## src/rtl/dividend_rebuild_seq_pkg.sv

```systemverilog
// Shared widths, FSM state type and iteration count for the dividend
// reconstruction block.
package dividend_rebuild_seq_pkg;

  localparam int unsigned Q_W   = 8;
  localparam int unsigned D_W   = 8;
  localparam int unsigned N_W   = 16;
  localparam int unsigned SUM_W = 24;
  localparam int unsigned CNT_W = 16;
  localparam int unsigned ITER  = 8;
  localparam int unsigned BIT_W = 3;

  typedef enum logic [1:0] {
    IDLE = 2'd0,
    BUSY = 2'd1,
    DONE = 2'd2
  } state_e;

endpackage

```

## src/rtl/dividend_rebuild_seq_rebuild_step.sv

```systemverilog
// One shift-add step of the quotient*divisor rebuild: adds d << bit_idx to
// the accumulator when the selected quotient bit is set.
module rebuild_step
  import dividend_rebuild_seq_pkg::*;
(
  input  logic [N_W-1:0]   acc_i,
  input  logic [D_W-1:0]   d_i,
  input  logic [BIT_W-1:0] bit_idx,
  input  logic             q_bit,
  output logic [N_W-1:0]   acc_o
);

  logic [N_W-1:0] d_ext;
  logic [N_W-1:0] d_shift;

  always_comb begin
    d_ext   = {{(N_W-D_W){1'b0}}, d_i};
    d_shift = d_ext << bit_idx;
    acc_o   = q_bit ? (acc_i + d_shift) : acc_i;
  end

endmodule

```

## src/rtl/dividend_rebuild_seq.sv

```systemverilog
// Rebuilds a dividend as q*d + r over eight shift-add cycles, reports the
// error against the reference dividend and keeps saturating statistics.
module dividend_rebuild_seq
  import dividend_rebuild_seq_pkg::*;
(
  input  logic             clk,
  input  logic             rst,
  input  logic             in_valid,
  output logic             in_ready,
  input  logic [Q_W-1:0]   q,
  input  logic [D_W-1:0]   d,
  input  logic [7:0]       r,
  input  logic [N_W-1:0]   n_ref,
  output logic             out_valid,
  input  logic             out_ready,
  output logic [N_W-1:0]   n_out,
  output logic [N_W-1:0]   err,
  output logic             mismatch,
  output logic [SUM_W-1:0] err_sum,
  output logic [CNT_W-1:0] sample_cnt,
  input  logic             clr
);

  state_e           state_q, state_d;
  logic [Q_W-1:0]   q_lat_q, q_lat_d;
  logic [D_W-1:0]   d_lat_q, d_lat_d;
  logic [N_W-1:0]   n_ref_q, n_ref_d;
  logic [N_W-1:0]   acc_q, acc_d;
  logic [BIT_W-1:0] bit_q, bit_d;
  logic [N_W-1:0]   n_out_q, n_out_d;
  logic [N_W-1:0]   err_q, err_d;
  logic             mismatch_q, mismatch_d;
  logic [SUM_W-1:0] err_sum_q, err_sum_d;
  logic [CNT_W-1:0] sample_cnt_q, sample_cnt_d;

  logic [N_W-1:0]   acc_step;
  logic [SUM_W:0]   sum_ext;
  logic             handshake;

  rebuild_step u_step (
    .acc_i   (acc_q),
    .d_i     (d_lat_q),
    .bit_idx (bit_q),
    .q_bit   (q_lat_q[bit_q]),
    .acc_o   (acc_step)
  );

  always_ff @(posedge clk) begin
    if (rst) begin
      state_q      <= IDLE;
      q_lat_q      <= '0;
      d_lat_q      <= '0;
      n_ref_q      <= '0;
      acc_q        <= '0;
      bit_q        <= '0;
      n_out_q      <= '0;
      err_q        <= '0;
      mismatch_q   <= 1'b0;
      err_sum_q    <= '0;
      sample_cnt_q <= '0;
    end else begin
      state_q      <= state_d;
      q_lat_q      <= q_lat_d;
      d_lat_q      <= d_lat_d;
      n_ref_q      <= n_ref_d;
      acc_q        <= acc_d;
      bit_q        <= bit_d;
      n_out_q      <= n_out_d;
      err_q        <= err_d;
      mismatch_q   <= mismatch_d;
      err_sum_q    <= err_sum_d;
      sample_cnt_q <= sample_cnt_d;
    end
  end

  always_comb begin
    state_d      = state_q;
    q_lat_d      = q_lat_q;
    d_lat_d      = d_lat_q;
    n_ref_d      = n_ref_q;
    acc_d        = acc_q;
    bit_d        = bit_q;
    n_out_d      = n_out_q;
    err_d        = err_q;
    mismatch_d   = mismatch_q;
    err_sum_d    = err_sum_q;
    sample_cnt_d = sample_cnt_q;
    handshake    = (state_q == DONE) && out_ready;
    sum_ext      = {1'b0, err_sum_q} + {{(SUM_W+1-N_W){1'b0}}, err_q};

    unique case (state_q)
      IDLE: begin
        if (in_valid) begin
          q_lat_d = q;
          d_lat_d = d;
          n_ref_d = n_ref;
          acc_d   = {8'h00, r};
          bit_d   = '0;
          state_d = BUSY;
        end
      end
      BUSY: begin
        acc_d = acc_step;
        bit_d = bit_q + 1'b1;
        // Results are captured from the final step's sum so DONE starts with them.
        if (bit_q == BIT_W'(ITER - 1)) begin
          state_d    = DONE;
          n_out_d    = acc_step;
          err_d      = (n_ref_q >= acc_step) ? (n_ref_q - acc_step)
                                             : (acc_step - n_ref_q);
          mismatch_d = (n_ref_q != acc_step);
        end
      end
      DONE: begin
        if (out_ready) state_d = IDLE;
      end
      default: state_d = IDLE;
    endcase

    if (clr) begin
      err_sum_d    = '0;
      sample_cnt_d = '0;
    end else if (handshake) begin
      err_sum_d    = sum_ext[SUM_W] ? '1 : sum_ext[SUM_W-1:0];
      sample_cnt_d = (sample_cnt_q == '1) ? sample_cnt_q : sample_cnt_q + 1'b1;
    end
  end

  always_comb begin
    in_ready   = (state_q == IDLE);
    out_valid  = (state_q == DONE);
    n_out      = n_out_q;
    err        = err_q;
    mismatch   = mismatch_q;
    err_sum    = err_sum_q;
    sample_cnt = sample_cnt_q;
  end

endmodule

```

## config.mk

```make
export PLATFORM = sky130hd
export DESIGN_NAME = dividend_rebuild_seq
export DESIGN_NICKNAME = d
export VERILOG_FILES = /design/src/rtl/dividend_rebuild_seq_pkg.sv /design/src/rtl/dividend_rebuild_seq_rebuild_step.sv /design/src/rtl/dividend_rebuild_seq.sv
export SDC_FILE = /design/constraint.sdc
export NUM_CORES = 1
export LEC_CHECK = 0
export CELL_PAD_IN_SITES_DETAIL_PLACEMENT = 2
export CELL_PAD_IN_SITES_GLOBAL_PLACEMENT = 2
export CORE_MARGIN = 2
export CORE_UTILIZATION = 34
export CTS_CLUSTER_SIZE = 30
export DETAILED_ROUTE_END_ITERATION = 8
export GPL_ROUTABILITY_DRIVEN = 0
export PLACE_DENSITY_LB_ADDON = 0.1
export SLEW_MARGIN = 20
export SYNTH_ARGS = -nofsm -noshare
export SYNTH_HDL_FRONTEND = slang
export SYNTH_SLANG_ARGS = --single-unit
```

## constraint.sdc

```tcl
create_clock -name clk -period 11.4 [get_ports clk]
set_clock_uncertainty 0.1 [all_clocks]
set_input_delay 2.85 -clock clk [delete_from_list [all_inputs] [get_ports clk]]
set_output_delay 2.85 -clock clk [all_outputs]
set_load 0.01 [all_outputs]
```

==> metrics.md <==
| Metric | Value |
|---|---|
| Final Hold Fails | `0` |
| Worst Max-Slew Pin Slew | `roughly 1.1 ns` |
| Dpl cell area | `around 0.0094 mm^2` |
| Post-synthesis sequential area ratio | `0.317` |
| CP max-delay cell | `dfxtp_1` |
| Die ar. | `~0.025 mm^2` |
| Status | `finished, final reports clean` |
| Worst skew pair latency | `approximately 0.43 ns` |
| Share of cells above drive strength 1 | `0.0492` |
| CTS Root Cell | `clkbuf_16` |
| Area leader, netlist | `dfxtp_1` |
| Final net count | `roughly 1.2k` |
| Final setup fails | `0` |
| Initial antenna violation count | `0` |
| Lkg Pwr | `4.02 nW` |
| Routed via count | `slightly below 8k` |
| DRC violations left | `0` |
| Slew Viols, Final | `0` |
| Vias/cell | `approximately 5.4` |
| Post-synth EDFFs | `0` |
| P&R area growth vs syn | `26.1%` |
| Largest cells by area after synthesis | `dfxtp_1, ha_1, a21oi_1` |
| Core ar. | `roughly 0.023 mm^2` |
| Row Count | `between 50 and 60` |
| Post CTS Setup Buffer Count | `0` |
| Register area | `approximately 0.0025 mm^2` |
| Required time worst endpoint | `about 12 ns` |
| Min Tclk post-route | `just over 7 ns` |
| Clock transition at the registers of the reported paths | `approximately 0.060 ns` |
| Congestion Overflow GR | `0` |
| Power Density | `137 mW/mm^2` |
| Htree depth | `4` |
| Flop pwr share | `0.337` |
| Worst vdd ir | `approximately 0.091 mV` |
| CP most frequent cell | `o21ai_0` |
| CP arrival | `about 7.3 ns` |
| First-pass GRT wire length | `between 40000 and 50000 um` |
| Starting Density | `0.349` |
| Setup total negative slack | `0 ns` |
| Fillcell total | `between 2k and 3k` |
| Syn. warnings | `0` |
| Synth top cells by count | `dfxtp_1, nand2_1, a21oi_1` |
| Drt pass-1 iters | `4` |
| Total CTS buffers | `17` |
| Internal power | `about 0.96 mW` |
| WL final | `27300 um` |
| Post-CTS sizing | `0` |
| IO buf count | `around 120` |
| Maxcap violations | `0` |
| Yosys reg bits | `around 130` |
| Cells after Synth | `about 1k` |
| Cell family with most CP delay | `compound AO/OA/AOI/OAI gates` |
| NetSw | `a little over 0.4 mW` |
| Combinational power share | `0.199` |
| N_diodes | `0` |
| Final ANT Viol Nets | `0` |
| Relative slew slack | `0.280` |
| Crit-path max cell delay | `about 0.77 ns` |
| Worst Slack Setup Final | `roughly 4.3 ns` |
| Multi-input gate area | `~0.0050 mm^2` |
| TritonCTS clock tree | `done` |
| Mapped Avg Cell Area | `approximately 7.8 um^2` |
| Pre-CTS worst setup slack | `between 4 and 5 ns` |
| CP Class | `flip-flop to flip-flop` |
| Die H | `157 um` |
| DR WL/cell | `about 19 um` |
| CP startpoint kind | `flip-flop` |
| Worst path bufs/invs | `2` |
| Dpl hpwl | `a little under 20000 um` |
| Initial drt markers | `282` |
| Ys async rst share | `0` |
| Worst-path fanout max | `17` |
| Total global-route track usage | `0.226` |
| Largest net degree at the start of global routing | `between 90 and 100` |
| CTS Hold Bufs | `0` |
| Fmax | `between 100 and 150 MHz` |
| Design Area, Final | `~0.01 mm^2` |
| Clock Power Share | `0.464` |
| CTS Sinks | `about 130` |
| I/O pin count | `120` |
| Max Root-Sink Buffers | `2` |
| Distinct cells, synth | `63` |
| Sw frac | `0.301` |
| Ratio of final minimum period to clock period | `0.619` |
| Syn Std Cell Area | `approximately 0.008 mm^2` |
| CP endpoint kind | `flip-flop` |
| Syn_nets | `roughly 1.1k` |
| Top_reg_cell synth | `dfxtp_1` |
| Unrepaired setup endpoints after global routing | `false` |
| Hold WC Path Type | `flip-flop to flip-flop` |
| Hold WS | `0.359 ns` |
| Share of the synthesized area in the top cell type | `0.317` |
| Die span in x | `roughly 160 um` |
| Vias in the first global route | `8128` |
==> worst paths after layout <==
check           start  endpoint  slack [ns]  cells after the start
max          bit_q[1]    err[7]        4.34                     26
min          n_out[2]  n_out[2]        0.36                      2
max reg2reg  bit_q[1]    err[7]        4.34                     26
min reg2reg  n_out[2]  n_out[2]        0.36                      2
==> state kept, by name, summed over array words and instances, names as in the netlist <==
name,cells
bit_q,3
d_lat_q,8
err,16
sample_cnt,16
err_sum,24
n_out,16
state_q,2
mismatch,1
n_ref_q,16
acc_q,16
q_lat_q,8
==> cell usage in the layout, fill, tap and decap left out, types with 19 or more instances in the layout <==
cell / instances
xor2_1: 21
inv_1: 56
clkdlybuf4s50_1: 118
nor2_1: 105
a21oi_1: 108
a211oi_1: 29
o21ai_0: 52
dfxtp_1: 126
mux2i_1: 26
nand2_1: 125
xnor2_1: 20
nand3_1: 19
ha_1: 63
==> worst min-delay path, stage by stage (launching register included) <==
cell,delay (ns)
dfxtp_1,0.31
nand2_1,0.05
a21oi_1,0.05
==> final cells by class <==
type                            count  share of cell area
Inverter                           56              0.0209
Clock inverter                     15              0.0247
Sequential cell                   126               0.251
Timing Repair Buffer              125               0.123
Clock buffer                       17              0.0424
Multi-Input combinational cell    779               0.499
Tap cell                          313              0.0390
==> power groups by stage <==
stage,Clock [mW],Combinational [mW],Sequential [mW]
6_report,0.638,0.273,0.463
3_5_place_dp,0,0.272,0.472
4_1_cts,0.651,0.275,0.463
3_3_place_gp,0,0.267,0.472
5_1_grt,0.669,0.304,0.464
2_1_floorplan,0,0.198,0.466
==> metrics by stage <==
stage	utilization	total power, mW	instances
5_1_grt	0.440	1.44	1431
2_1_floorplan	-	0.664	1016
3_5_place_dp	0.410	0.744	1399
6_report	0.440	1.37	1431
4_1_cts	0.439	1.39	1431
3_3_place_gp	0.410	0.739	1399
==> logic make-up (layout without fill, tap and decap cells) <==
family	after synthesis	count (layout)	synth area share
muxes	34	34	0.0482
buffers and inverters	111	213	0.0544
AOI/OAI and AO/OA	293	293	0.232
DFF	126	126	0.317
adders and majority gates	67	67	0.109
xor gates and xnor gates	41	41	0.0451
and+or+nand+nor	344	344	0.194
==> metal layers <==
layer | share of wire | global-route usage | wire length, um | vias up
met5 | 0 | 0 | 0 | -
met4 | 0.017 | 0.0606 | 460 | 0
met3 | 0.034 | 0.0419 | 926 | 30
met2 | 0.51 | 0.409 | 13800 | 124
met1 | 0.44 | 0.275 | 12100 | 3848
li1 | - | - | - | 3756
Note: power is estimated with default switching activity, not from simulation.
